===== config.mk =====
export PLATFORM = sky130hd
export DESIGN_NAME = mem_port_arbiter
export DESIGN_NICKNAME = d
export VERILOG_FILES = /design/src/rtl/mem_port_arbiter_pkg.sv /design/src/rtl/mem_arb_pick.sv /design/src/rtl/mem_port_arbiter.sv
export SDC_FILE = /design/constraint.sdc
export NUM_CORES = 1
export LEC_CHECK = 0
export CORE_AREA = 4 4 124 126
export CTS_CLUSTER_SIZE = 10
export DETAILED_ROUTE_END_ITERATION = 10
export DIE_AREA = 0 0 128 130
export HOLD_SLACK_MARGIN = 0.12
export PLACE_DENSITY = 0.8
export SYNTH_ARGS = -nofsm -noshare
export SYNTH_HDL_FRONTEND = slang
export SYNTH_HIERARCHICAL = 1
export SYNTH_SLANG_ARGS = --single-unit

===== constraint.sdc =====
create_clock -name clock -period 3 [get_ports clock]
set_input_delay 0.45 -clock clock [delete_from_list [all_inputs] [get_ports clock]]
set_output_delay 0.45 -clock clock [all_outputs]
set_load 0.005 [all_outputs]

===== src/rtl/mem_port_arbiter_pkg.sv =====
// Shared types for the unified-memory port arbiter.
// State encodings match the core's existing arbiter state values.
package mem_port_arbiter_pkg;

  typedef enum logic [1:0] {
    ArbIdle   = 2'd0,
    ArbBusyIf = 2'd1,
    ArbBusyDm = 2'd2
  } arbStateT;

endpackage


===== src/rtl/mem_arb_pick.sv =====
// Combinational winner select between fetch and data requests.
// Data wins unless fetch is waiting and the data streak is exhausted.
module mem_arb_pick (
  input  logic if_req,
  input  logic dm_req,
  input  logic mask_if,
  input  logic mask_dm,
  input  logic streak_full,
  output logic grant_if,
  output logic grant_dm
);

  logic ifLive;
  logic dmLive;

  always_comb begin
    ifLive   = if_req & ~mask_if;
    dmLive   = dm_req & ~mask_dm;
    grant_if = ifLive & (~dmLive | streak_full);
    grant_dm = dmLive & ~grant_if;
  end

endmodule


===== src/rtl/mem_port_arbiter.sv =====
// Shares one single-ported, variable-latency memory between instruction fetch and
// data load/store; routes read data back and stalls the PC while a fetch is pending.
module mem_port_arbiter
  import mem_port_arbiter_pkg::*;
#(
  parameter int unsigned ADDR_W      = 32,
  parameter int unsigned DATA_W      = 32,
  parameter int unsigned STREAK_MAX  = 4,
  parameter int unsigned TIMEOUT_CYC = 255
) (
  input  logic              clock,
  input  logic              reset_n,
  input  logic              if_req,
  input  logic [ADDR_W-1:0] if_addr,
  output logic              if_rvalid,
  output logic [DATA_W-1:0] if_rdata,
  output logic              pc_stall,
  input  logic              dm_req,
  input  logic              dm_we,
  input  logic [ADDR_W-1:0] dm_addr,
  input  logic [DATA_W-1:0] dm_wdata,
  output logic              dm_rvalid,
  output logic [DATA_W-1:0] dm_rdata,
  output logic              mem_req,
  output logic              mem_we,
  output logic [ADDR_W-1:0] mem_addr,
  output logic [DATA_W-1:0] mem_wdata,
  input  logic              mem_ready,
  input  logic [DATA_W-1:0] mem_rdata,
  output logic              err
);

  localparam int unsigned StreakW  = $clog2(STREAK_MAX + 1);
  localparam int unsigned TimeoutW = $clog2(TIMEOUT_CYC + 1);

  arbStateT              stateQ, stateD;
  logic                  memReqQ, memReqD;
  logic                  memWeQ, memWeD;
  logic [ADDR_W-1:0]     memAddrQ, memAddrD;
  logic [DATA_W-1:0]     memWdataQ, memWdataD;
  logic                  ifRvalidQ, ifRvalidD;
  logic                  dmRvalidQ, dmRvalidD;
  logic [DATA_W-1:0]     ifRdataQ, ifRdataD;
  logic [DATA_W-1:0]     dmRdataQ, dmRdataD;
  logic                  errQ, errD;
  logic [StreakW-1:0]    streakQ, streakD;
  logic [TimeoutW-1:0]   timeoutQ, timeoutD;

  logic busy, ownerIf, ownerDm, done, timedOut, arbNow;
  logic maskIf, maskDm, streakFull, pickIf, pickDm;

  assign busy       = (stateQ != ArbIdle);
  assign ownerIf    = (stateQ == ArbBusyIf);
  assign ownerDm    = (stateQ == ArbBusyDm);
  assign done       = busy & mem_ready;
  assign timedOut   = busy & ~mem_ready & (timeoutQ == TimeoutW'(TIMEOUT_CYC - 1));
  assign arbNow     = ~busy | done;
  assign streakFull = (streakQ == StreakW'(STREAK_MAX));

  // A requester still holds its req while completing and during its rvalid cycle;
  // that level belongs to the finished access, not a new one.
  assign maskIf = (done & ownerIf) | ifRvalidQ;
  assign maskDm = (done & ownerDm) | dmRvalidQ;

  mem_arb_pick uPick (
    .if_req     (if_req),
    .dm_req     (dm_req),
    .mask_if    (maskIf),
    .mask_dm    (maskDm),
    .streak_full(streakFull),
    .grant_if   (pickIf),
    .grant_dm   (pickDm)
  );

  always_comb begin
    stateD    = stateQ;
    memReqD   = memReqQ;
    memWeD    = memWeQ;
    memAddrD  = memAddrQ;
    memWdataD = memWdataQ;
    ifRvalidD = 1'b0;
    dmRvalidD = 1'b0;
    ifRdataD  = ifRdataQ;
    dmRdataD  = dmRdataQ;
    errD      = errQ;
    streakD   = streakQ;
    timeoutD  = timeoutQ;

    if (timedOut) begin
      errD    = 1'b1;
      stateD  = ArbIdle;
      memReqD = 1'b0;
      memWeD  = 1'b0;
      if (ownerIf) begin
        ifRvalidD = 1'b1;
        ifRdataD  = '0;
      end else begin
        dmRvalidD = 1'b1;
        dmRdataD  = '0;
      end
    end else if (arbNow) begin
      if (done) begin
        if (ownerIf) begin
          ifRvalidD = 1'b1;
          ifRdataD  = mem_rdata;
        end else begin
          dmRvalidD = 1'b1;
          if (!memWeQ) dmRdataD = mem_rdata;
        end
      end
      if (pickIf) begin
        stateD   = ArbBusyIf;
        memReqD  = 1'b1;
        memWeD   = 1'b0;
        memAddrD = if_addr;
        streakD  = '0;
        timeoutD = '0;
      end else if (pickDm) begin
        stateD    = ArbBusyDm;
        memReqD   = 1'b1;
        memWeD    = dm_we;
        memAddrD  = dm_addr;
        memWdataD = dm_wdata;
        timeoutD  = '0;
        if (!if_req) streakD = '0;
        else if (!streakFull) streakD = streakQ + StreakW'(1);
      end else begin
        stateD  = ArbIdle;
        memReqD = 1'b0;
        memWeD  = 1'b0;
      end
    end else begin
      timeoutD = timeoutQ + TimeoutW'(1);
    end
  end

  always_ff @(posedge clock or negedge reset_n) begin
    if (!reset_n) begin
      stateQ    <= ArbIdle;
      memReqQ   <= 1'b0;
      memWeQ    <= 1'b0;
      memAddrQ  <= '0;
      memWdataQ <= '0;
      ifRvalidQ <= 1'b0;
      dmRvalidQ <= 1'b0;
      ifRdataQ  <= '0;
      dmRdataQ  <= '0;
      errQ      <= 1'b0;
      streakQ   <= '0;
      timeoutQ  <= '0;
    end else begin
      stateQ    <= stateD;
      memReqQ   <= memReqD;
      memWeQ    <= memWeD;
      memAddrQ  <= memAddrD;
      memWdataQ <= memWdataD;
      ifRvalidQ <= ifRvalidD;
      dmRvalidQ <= dmRvalidD;
      ifRdataQ  <= ifRdataD;
      dmRdataQ  <= dmRdataD;
      errQ      <= errD;
      streakQ   <= streakD;
      timeoutQ  <= timeoutD;
    end
  end

  assign mem_req   = memReqQ;
  assign mem_we    = memWeQ;
  assign mem_addr  = memAddrQ;
  assign mem_wdata = memWdataQ;
  assign if_rvalid = ifRvalidQ;
  assign dm_rvalid = dmRvalidQ;
  assign if_rdata  = ifRdataQ;
  assign dm_rdata  = dmRdataQ;
  assign err       = errQ;
  assign pc_stall  = if_req & ~ifRvalidQ;

endmodule


==> results.cfg, run 1 <==
[outcome]
run_status = finished, final reports clean

[sta]
grt_setup_unrepaired = false
postLayoutSetupSlackWorst_ns = 0.671
finalSetupViolations = 0
final.min_clock_period_ns = 2.33
final_cycle_share = 0.776
worst_hold_slack_ns = 0.475
final_max_slew_viol_count = 0
hold_viol_final = 0
slew_hr = 0.566
timing.fmax_mhz = 429
fin_tns_setup_ns = 0
clock-skew-final_ns = 0.00737
tightest_slew_ns = 0.650

[finish]
flow.area_growth_from_synthesis_pct = 59.6
drive_gt1_frac = 0.0782
antenna_cells_inserted = 0
most_frequent_standard_cell_in_the_layout_excluding_fill_and_tap_cells = sky130_fd_sc_hd__clkdlybuf4s50_1
stdcell_area_um2 = 9390
nets = 856
layout_common_cells = sky130_fd_sc_hd__clkdlybuf4s50_1 (266), sky130_fd_sc_hd__dfrtp_1 (146), sky130_fd_sc_hd__a22o_1 (66)

[run]
cap_violations = 0

[global_routing]
maximum_number_of_pins_on_one_net_before_global_route_repair = 73
first_global_vias = 5063
overall_fraction_of_global_route_tracks_in_use = 0.196
grt_antenna_before_repair = 1
grt_remaining_overflow = 0
global_route_wire_length_before_repair_um = 25900

[min_path]
worstHoldPathType = register to register

[worst_setup_path]
worstPathRequired_ns = 3.29
timing.critical_path.cells = nor2b_1, and2_1, or2_1, nor2b_4, o21a_2, nand3b_2, buf_12, mux2_2
timing_worst_setup_path_type = register to register
crit_buf_inv = 1
worst_ep_arrival_time_ns = 2.61
endpoint_kind = register
worst_path_dominant_cell_family = simple AND/OR/NAND/NOR gates
worst_path_largest_cell_delay_ns = 0.45
cp-start-kind = register
worstPathMaxFanout = 33
critPathSlowestCell = sky130_fd_sc_hd__dfrtp_1

[route]
via_per_inst = 5.21
route.detailed.drc = 0
via_count = 4755
wirelength_um = 16500
wl_per_cell_um = 18.0
postRouteAntennaNets = 0
drt_first_pass_iters = 5
drt_iter0_drc = 239

[floorplanning]
die_x_um = 128
floorplan.die_area_um2 = 16600
initial_core_util = 0.411
ios = 268
design.core.area_um2 = 14300
die_y_um = 130
core.rowCount = 44

[synth]
synth_cell_types = 42
synth_area_per_cell_um2 = 13.1
ys_async_rst_share = 1.00
synth_cells = 448
yosysSeqAreaShare = 0.621
yosys_most_used_dff = sky130_fd_sc_hd__dfrtp_1
ys_ff_latch = 146
post_synth_instance_area_um2 = 5890
synthesis.nets = 586
ys.warnings.count = 6
synth-edff-count = 0

[clock_tree]
worstSkewPairLatency_ns = 0.40
cts.reportedPaths.clkPinSlew_ns = 0.06
cts-root-buf = sky130_fd_sc_hd__clkbuf_16
cts_made_buffers = 17
clock_tree_from_tritoncts = done
cts-root-to-sink-buffers = 2
post-cts-setup-buffer-count = 0
clock_sink_count = 146
htree_num_levels = 4

[placement]
place.detailed.hpwl_um = 12100
port_buffers = 267
dpl-instance-area_um2 = 8790
preCtsSetupSlack_ns = 0.280
finalWeightedCongestion = 0.837

[power_and_ir_drop]
pwr_density_cell_nw_per_um2 = 979
vdd_drop_max_mv = 0.445
power_leakage_uw = 0.00415
[area by class of cell]
class	count	area, um^2
Clock buffer	21	460
Clock inverter	9	131
Fill cell	1074	4920
Inverter	8	30.0
Multi-Input combinational cell	266	2070
Sequential cell	146	3650
Tap cell	184	230
Timing Repair Buffer	279	2820
[sequential cells by signal (all words and copies together) (netlist names)]
register   count
if_rvalid      1
timeoutQ       8
mem_we         1
stateQ         2
if_rdata      32
dm_rdata      32
mem_addr      32
err            1
mem_req        1
dm_rvalid      1
mem_wdata     32
streakQ        3
[worst register-to-register path: cells and delay by family (launching register included)]
| kind | cells | cell delay, ns |
|---|---|---|
| buf+inv | 1 | 0.21 |
| mux | 1 | 0.39 |
| simple gates | 5 | 0.92 |
| compound gates | 1 | 0.24 |
| flops | 1 | 0.45 |
[what timing repair did]
action / CTS / global route
gates resized for setup: 0 / 0
hold buffers: 1 / 0
hold endpoints to repair: 69 / 0
[synth_stat cells, types with 2 or more instances]
library cell | count | area share
sky130_fd_sc_hd__nand2_1 | 38 | 0.024
sky130_fd_sc_hd__ha_1 | 4 | 0.0085
sky130_fd_sc_hd__o211ai_1 | 2 | 0.0026
sky130_fd_sc_hd__a21o_1 | 2 | 0.0026
sky130_fd_sc_hd__nor2b_1 | 4 | 0.0043
sky130_fd_sc_hd__nor4_1 | 2 | 0.0021
sky130_fd_sc_hd__dfrtp_1 | 146 | 0.62
sky130_fd_sc_hd__mux2_1 | 29 | 0.055
sky130_fd_sc_hd__nor2_1 | 8 | 0.0051
sky130_fd_sc_hd__a211o_1 | 2 | 0.0030
sky130_fd_sc_hd__mux2i_1 | 34 | 0.058
sky130_fd_sc_hd__buf_2 | 16 | 0.014
sky130_fd_sc_hd__a21oi_1 | 4 | 0.0034
sky130_fd_sc_hd__o21a_1 | 3 | 0.0038
sky130_fd_sc_hd__o21ai_1 | 4 | 0.0034
sky130_fd_sc_hd__and3_1 | 2 | 0.0021
sky130_fd_sc_hd__buf_6 | 3 | 0.0057
sky130_fd_sc_hd__o21ai_0 | 34 | 0.029
sky130_fd_sc_hd__clkbuf_1 | 9 | 0.0057
sky130_fd_sc_hd__o21ai_2 | 2 | 0.0030
sky130_fd_sc_hd__a22o_1 | 66 | 0.098
sky130_fd_sc_hd__nand3_1 | 4 | 0.0034
sky130_fd_sc_hd__mux2_2 | 4 | 0.0077
sky130_fd_sc_hd__inv_1 | 7 | 0.0045
sky130_fd_sc_hd__nand4_1 | 2 | 0.0021
[worst paths after layout]
path / start / cells after the start / to / slack [ns]
worst max-delay path: stateQ[0] / 8 / mem_wdata[1] / 0.67
worst min-delay path: mem_addr[23] / 2 / mem_addr[23] / 0.47
worst max register to register: stateQ[0] / 8 / mem_wdata[1] / 0.67
worst min register to register: mem_addr[23] / 2 / mem_addr[23] / 0.47
max in group asynchronous: reset_n / 3 / if_rdata[20] / 1.43
min in group asynchronous: reset_n / 2 / mem_wdata[29] / 0.63
[through the flow]
| step | power, uW | utilization | instances |
|---|---|---|---|
| final | 9190 | 0.656 | 913 |
| after global routing | 9740 | 0.656 | 913 |
| after CTS | 9310 | 0.656 | 913 |
| after detailed placement | 7140 | 0.614 | 882 |
| after global placement | 7000 | 0.614 | 882 |
| after floorplan | 4710 | - | 448 |
[cells by family (layout without fill, tap and decap cells)]
| logic type | count (synthesis) | count (layout) | share of synthesized area |
|---|---|---|---|
| compound gates | 126 | 126 | 0.161 |
| fa+ha+maj | 4 | 4 | 0.00850 |
| buf+inv | 36 | 317 | 0.0302 |
| flops | 146 | 146 | 0.621 |
| mux | 67 | 67 | 0.121 |
| simple gates | 69 | 69 | 0.0591 |
[metal layers]
| layer | wire, um | track usage |
|---|---|---|
| met4 | 182 | 0.0612 |
| met2 | 8270 | 0.332 |
| met3 | 1350 | 0.0626 |
| met5 | 11 | 0 |
| met1 | 6640 | 0.241 |
[report_power, final]
group | internal [uW] | switching, uW
sequential | 2860 | 557
combinational | 2340 | 1330
clock | 1340 | 765
Power figures use the tool's default switching activity.
==> run 2: changes to the inputs <==
CORE_AREA = 4 4 130 132   (was 4 4 124 126)
DIE_AREA = 0 0 134 136   (was 0 0 128 130)
PLACE_DENSITY = 0.76   (was 0.8)
clock period = 2 ns   (was 3 ns; I/O delays follow)
==> results.cfg, run 2 (synthesis results as in run 1) <==
[sta]
slew_hr = 0.695
final.min_clock_period_ns = 2.02
timing.fmax_mhz = 495
final_max_slew_viol_count = 0
final_cycle_share = 1.01
grt_setup_unrepaired = true
hold_viol_final = 0
clock-skew-final_ns = 0.00753
postLayoutSetupSlackWorst_ns = -0.0204
tightest_slew_ns = 0.458
finalSetupViolations = 19

[run]
cap_violations = 0

[floorplanning]
floorplan.die_area_um2 = 18200
initial_core_util = 0.375
core.rowCount = 46
die_x_um = 134
ios = 268
design.core.area_um2 = 15700
die_y_um = 136

[route]
drt_first_pass_iters = 4
postRouteAntennaNets = 0
via_count = 4821
route.detailed.drc = 0
wirelength_um = 18000
wl_per_cell_um = 18.5
via_per_inst = 4.97
drt_iter0_drc = 162

[outcome]
violated_checks = setup timing
run_status = complete, but fails checks

[placement]
preCtsSetupSlack_ns = -0.305
dpl-instance-area_um2 = 9120
port_buffers = 267
place.detailed.hpwl_um = 13000
finalWeightedCongestion = 0.835

[global_routing]
global_route_wire_length_before_repair_um = 26900
first_global_vias = 5056
grtUsageMet1 = 0.224
maximum_number_of_pins_on_one_net_before_global_route_repair = 49
grt_antenna_before_repair = 0
grtUsageMet3 = 0.0655
grt_remaining_overflow = 0
overall_fraction_of_global_route_tracks_in_use = 0.189
grtUsageMet2 = 0.322
global_route.peak_usage_layer = met2

[finish]
stdcell_area_um2 = 9960
flow.area_growth_from_synthesis_pct = 69.2
drive_gt1_frac = 0.156
most_frequent_standard_cell_in_the_layout_excluding_fill_and_tap_cells = sky130_fd_sc_hd__clkdlybuf4s50_1
layout_common_cells = sky130_fd_sc_hd__clkdlybuf4s50_1 (266), sky130_fd_sc_hd__dfrtp_1 (146), sky130_fd_sc_hd__a22o_1 (66)
filler_cell_count = 1151
nets = 880
antenna_cells_inserted = 0

[clock_tree]
cts-root-to-sink-buffers = 2
cts.reportedPaths.clkPinSlew_ns = 0.06
htree_num_levels = 4
clock_tree_from_tritoncts = done
cts-root-buf = sky130_fd_sc_hd__clkbuf_16
cts_made_buffers = 17
clock_sink_count = 146
worstSkewPairLatency_ns = 0.41

[worst_setup_path]
crit_buf_inv = 1
most_used_cell_cp = sky130_fd_sc_hd__nor2b_4
worstPathRequired_ns = 2.29
worst_path_dominant_cell_family = simple AND/OR/NAND/NOR gates
timing_worst_setup_path_type = register to register
cp-start-kind = register
endpoint_kind = register
critPathSlowestCell = sky130_fd_sc_hd__dfrtp_1
reg2reg_depth = 8
worstPathMaxFanout = 7
worst_path_largest_cell_delay_ns = 0.39
worst_ep_arrival_time_ns = 2.31
timing.critical_path.cells = nor2b_4, and2_4, or2_4, nor2b_4, o21a_2, nand3b_4, clkbuf_16, mux2_4
regToRegStartpoint = stateQ[0]
reg2reg_slack_ns = -0.02
crit-reg2reg-capture = mem_wdata[21]

[power_and_ir_drop]
vdd_drop_max_mv = 0.725
power_leakage_uw = 0.00450
pwr_density_cell_nw_per_um2 = 1490
power.total_uw = 14900

[min_path]
worstHoldPathType = input pin to asynchronous set/reset pin
## run 2: cell count changes in the layout (fill, tap and decap cells not counted), sizes merged
cell      before  now
buf           12   32
bufinv         3    4
clkbuf        21   23
clkinv         2    5
clkinvlp       3    2
## run 2: power breakdown
group          total, uW  internal (uW)  switching (uW)  leakage (uW)
combinational       6430           4190            2240       0.00240
clock               3300           2090            1210      0.000294
sequential          5130           4290             846       0.00181
total              14900          10600            4290       0.00450
## run 2: layer usage
metal  share of wire  wire [um]
met1            0.39       7060
met4           0.017        312
met3           0.084       1520
met5               0          0
met2            0.51       9100
## run 2: how the worst max path moves through the flow
stage	cells past startpoint	endpoint	startpoint	slack (ns)
floorplan	11	mem_wdata[10]	stateQ[0]	-0.31
global placement	9	timeoutQ[5]	mem_ready	-0.26
detailed placement	9	mem_addr[1]	mem_ready	-0.30
CTS	9	timeoutQ[5]	stateQ[0]	-0.02
global route	8	mem_wdata[31]	stateQ[0]	-0.09
finish	8	mem_wdata[21]	stateQ[0]	-0.02
## run 2: worst register-to-register path, cell delays in order, from the launching register on
cell and delay (ns):
sky130_fd_sc_hd__dfrtp_1 0.39, sky130_fd_sc_hd__nor2b_4 0.14, sky130_fd_sc_hd__and2_4 0.13, sky130_fd_sc_hd__or2_4 0.23, sky130_fd_sc_hd__nor2b_4 0.12, sky130_fd_sc_hd__o21a_2 0.16
sky130_fd_sc_hd__nand3b_4 0.24, sky130_fd_sc_hd__clkbuf_16 0.20, sky130_fd_sc_hd__mux2_4 0.30
## run 2: timing repair
item / 4_1_cts / 5_1_grt
hold buffers: 1 / 0
endpoints found under the hold margin: 45 / 0
cloned: 1 / 5
pin swaps: 1 / 3
setup buffers: 2 / 1
resized for setup: 8 / 8
setup endpoints to repair: 60 / 64
## run 2: layout make-up
type / count / area (um^2) / share of cell area
Clock buffer: 19 / 433 / 0.0435
Inverter: 8 / 30.0 / 0.00302
Clock inverter: 12 / 184 / 0.0185
Tap cell: 216 / 270 / 0.0271
Multi-Input combinational cell: 266 / 2220 / 0.223
Sequential cell: 146 / 3650 / 0.367
Timing Repair Buffer: 303 / 3170 / 0.318
## run 2: stage by stage
step	std cells	TNS, ns	hold slack [ns]	utilization
finish	970	-0.213	0.397	0.634
global route	970	-4.27	0.415	0.634
CTS	964	-0.206	0.391	0.625
detailed placement	929	-18.87	0.270	0.580
global placement	929	-15.98	0.264	0.580
floorplan	448	-16.76	0.00441	-
==> run 3: changes to the inputs <==
CORE_AREA = 2 2 128 130   (was 4 4 130 132)
DIE_AREA = 0 0 130 132   (was 0 0 134 136)
PLACE_DENSITY = 0.81   (was 0.76)
==> results.cfg, run 3 (synthesis results as in run 1) <==
[sta]
final_cycle_share = 1.01
timing.fmax_mhz = 493
final.min_clock_period_ns = 2.03
finalSetupViolations = 18
fin_tns_setup_ns = -0.258
postLayoutSetupSlackWorst_ns = -0.0279
hold_viol_final = 0
tightest_slew_ns = 0.481
slew_hr = 0.680
final_max_slew_viol_count = 0
grt_setup_unrepaired = true
worst_hold_slack_ns = 0.420
clock-skew-final_ns = 0.00976

[clock_tree]
cts_made_buffers = 17
cts-root-buf = sky130_fd_sc_hd__clkbuf_16
worstSkewPairLatency_ns = 0.41
clock_sink_count = 146
htree_num_levels = 4
cts.reportedPaths.clkPinSlew_ns = 0.06
clock_tree_from_tritoncts = done
cts-root-to-sink-buffers = 2

[placement]
finalWeightedCongestion = 0.811
placed_cells = 929
port_buffers = 267
place.detailed.hpwl_um = 12200

[power_and_ir_drop]
pwr_density_cell_nw_per_um2 = 1470
power.total_uw = 15000
power_leakage_uw = 0.00460
vdd_drop_max_mv = 0.634

[floorplanning]
initial_core_util = 0.375
die_y_um = 132
ios = 268
core.rowCount = 46
design.core.area_um2 = 15700
die_x_um = 130
floorplan.die_area_um2 = 17200

[finish]
post-route-util = 0.647
layout_common_cells = sky130_fd_sc_hd__clkdlybuf4s50_1 (266), sky130_fd_sc_hd__dfrtp_1 (146), sky130_fd_sc_hd__a22o_1 (66)
antenna_cells_inserted = 0
nets = 890
most_frequent_standard_cell_in_the_layout_excluding_fill_and_tap_cells = sky130_fd_sc_hd__clkdlybuf4s50_1
final_cell_count_no_fill = 981
flow.area_growth_from_synthesis_pct = 72.7
drive_gt1_frac = 0.200

[worst_setup_path]
timing.critical_path.cells = nor2b_4, and2_4, or2_4, nor2b_4, o21a_4, nand3b_4, clkbuf_16, mux2_4
crit-reg2reg-capture = mem_wdata[6]
crit_buf_inv = 1
worst_path_dominant_cell_family = simple AND/OR/NAND/NOR gates
most_used_cell_cp = sky130_fd_sc_hd__nor2b_4
regToRegStartpoint = stateQ[0]
endpoint_kind = register
worst_ep_arrival_time_ns = 2.32
worst_path_largest_cell_delay_ns = 0.38
timing_worst_setup_path_type = register to register
worstPathMaxFanout = 7
reg2reg_depth = 8
cp-start-kind = register
worstPathRequired_ns = 2.29
reg2reg_slack_ns = -0.03
critPathSlowestCell = sky130_fd_sc_hd__dfrtp_1

[route]
via_per_inst = 5.08
drt_iter0_drc = 256
via_count = 4980
drt_first_pass_iters = 4
wirelength_um = 18000
wl_per_cell_um = 18.4
postRouteAntennaNets = 0
route.detailed.drc = 0

[global_routing]
first_global_vias = 5235
global_route_wire_length_before_repair_um = 27600
grt_remaining_overflow = 0
maximum_number_of_pins_on_one_net_before_global_route_repair = 50
grt_antenna_before_repair = 0
overall_fraction_of_global_route_tracks_in_use = 0.204

[outcome]
violated_checks = setup timing
run_status = complete, but fails checks

[run]
cap_violations = 0

[min_path]
worstHoldPathType = input pin to asynchronous set/reset pin
==> run 3: cell count changes in the layout (fill, tap and decap cells not counted), sizes merged <==
| cell | before | now |
|---|---|---|
| clkinvlp | 2 | 4 |
| inv | 9 | 14 |
| bufinv | 4 | 0 |
| clkbuf | 23 | 22 |
| buf | 32 | 41 |
==> run 3: stage by stage <==
| stage | cell area (um^2) | setup WS [ns] |
|---|---|---|
| 6_report | 10200 | -0.0279 |
| 5_1_grt | 10200 | -0.144 |
| 4_1_cts | 9790 | -0.0126 |
| 3_5_place_dp | 9120 | -0.344 |
| 3_3_place_gp | 9120 | -0.280 |
| 2_1_floorplan | 6080 | -0.305 |
==> run 3: metal layers <==
layer / GRT usage / vias to the layer above / part of all wire
met1: 0.248 / 2469 / 0.39
met3: 0.0548 / 24 / 0.069
li1: - / 2248 / -
met2: 0.347 / 239 / 0.52
met4: 0.0741 / 0 / 0.017
met5: 0 / - / 0
==> run 3: power by group <==
part	leakage [uW]	internal [uW]	switching, uW
Sequential	0.00181	4290	864
Clock	0.000260	1620	1290
Combinational	0.00253	4470	2420
Total	0.00460	10400	4580
==> run 3: layout make-up <==
| class | instances | area, um^2 |
|---|---|---|
| clock buffer | 17 | 425 |
| clock inverter | 15 | 124 |
| fill | 1149 | 5550 |
| inverter | 8 | 30.0 |
| multi-input combinational | 266 | 2350 |
| sequential | 146 | 3650 |
| tap | 216 | 270 |
| timing repair buffer | 313 | 3320 |
==> run 3: worst max path at each step <==
stage                          from             to  cells after the start
after detailed placement  mem_ready   mem_addr[12]                      9
after global placement    mem_ready   mem_addr[12]                      9
after CTS                 stateQ[0]    timeoutQ[5]                      9
after floorplan           stateQ[0]  mem_wdata[10]                     11
final                     stateQ[0]   mem_wdata[6]                      8
after global routing      stateQ[0]   mem_addr[29]                     11
==> run 3: what timing repair did <==
action	CTS	global route
hold buffers	1	0
endpoints found under the hold margin	45	0
setup buffers	3	8
gates cloned	2	7
setup endpoints to repair	33	69
pin swaps	2	6
resized for setup	8	67
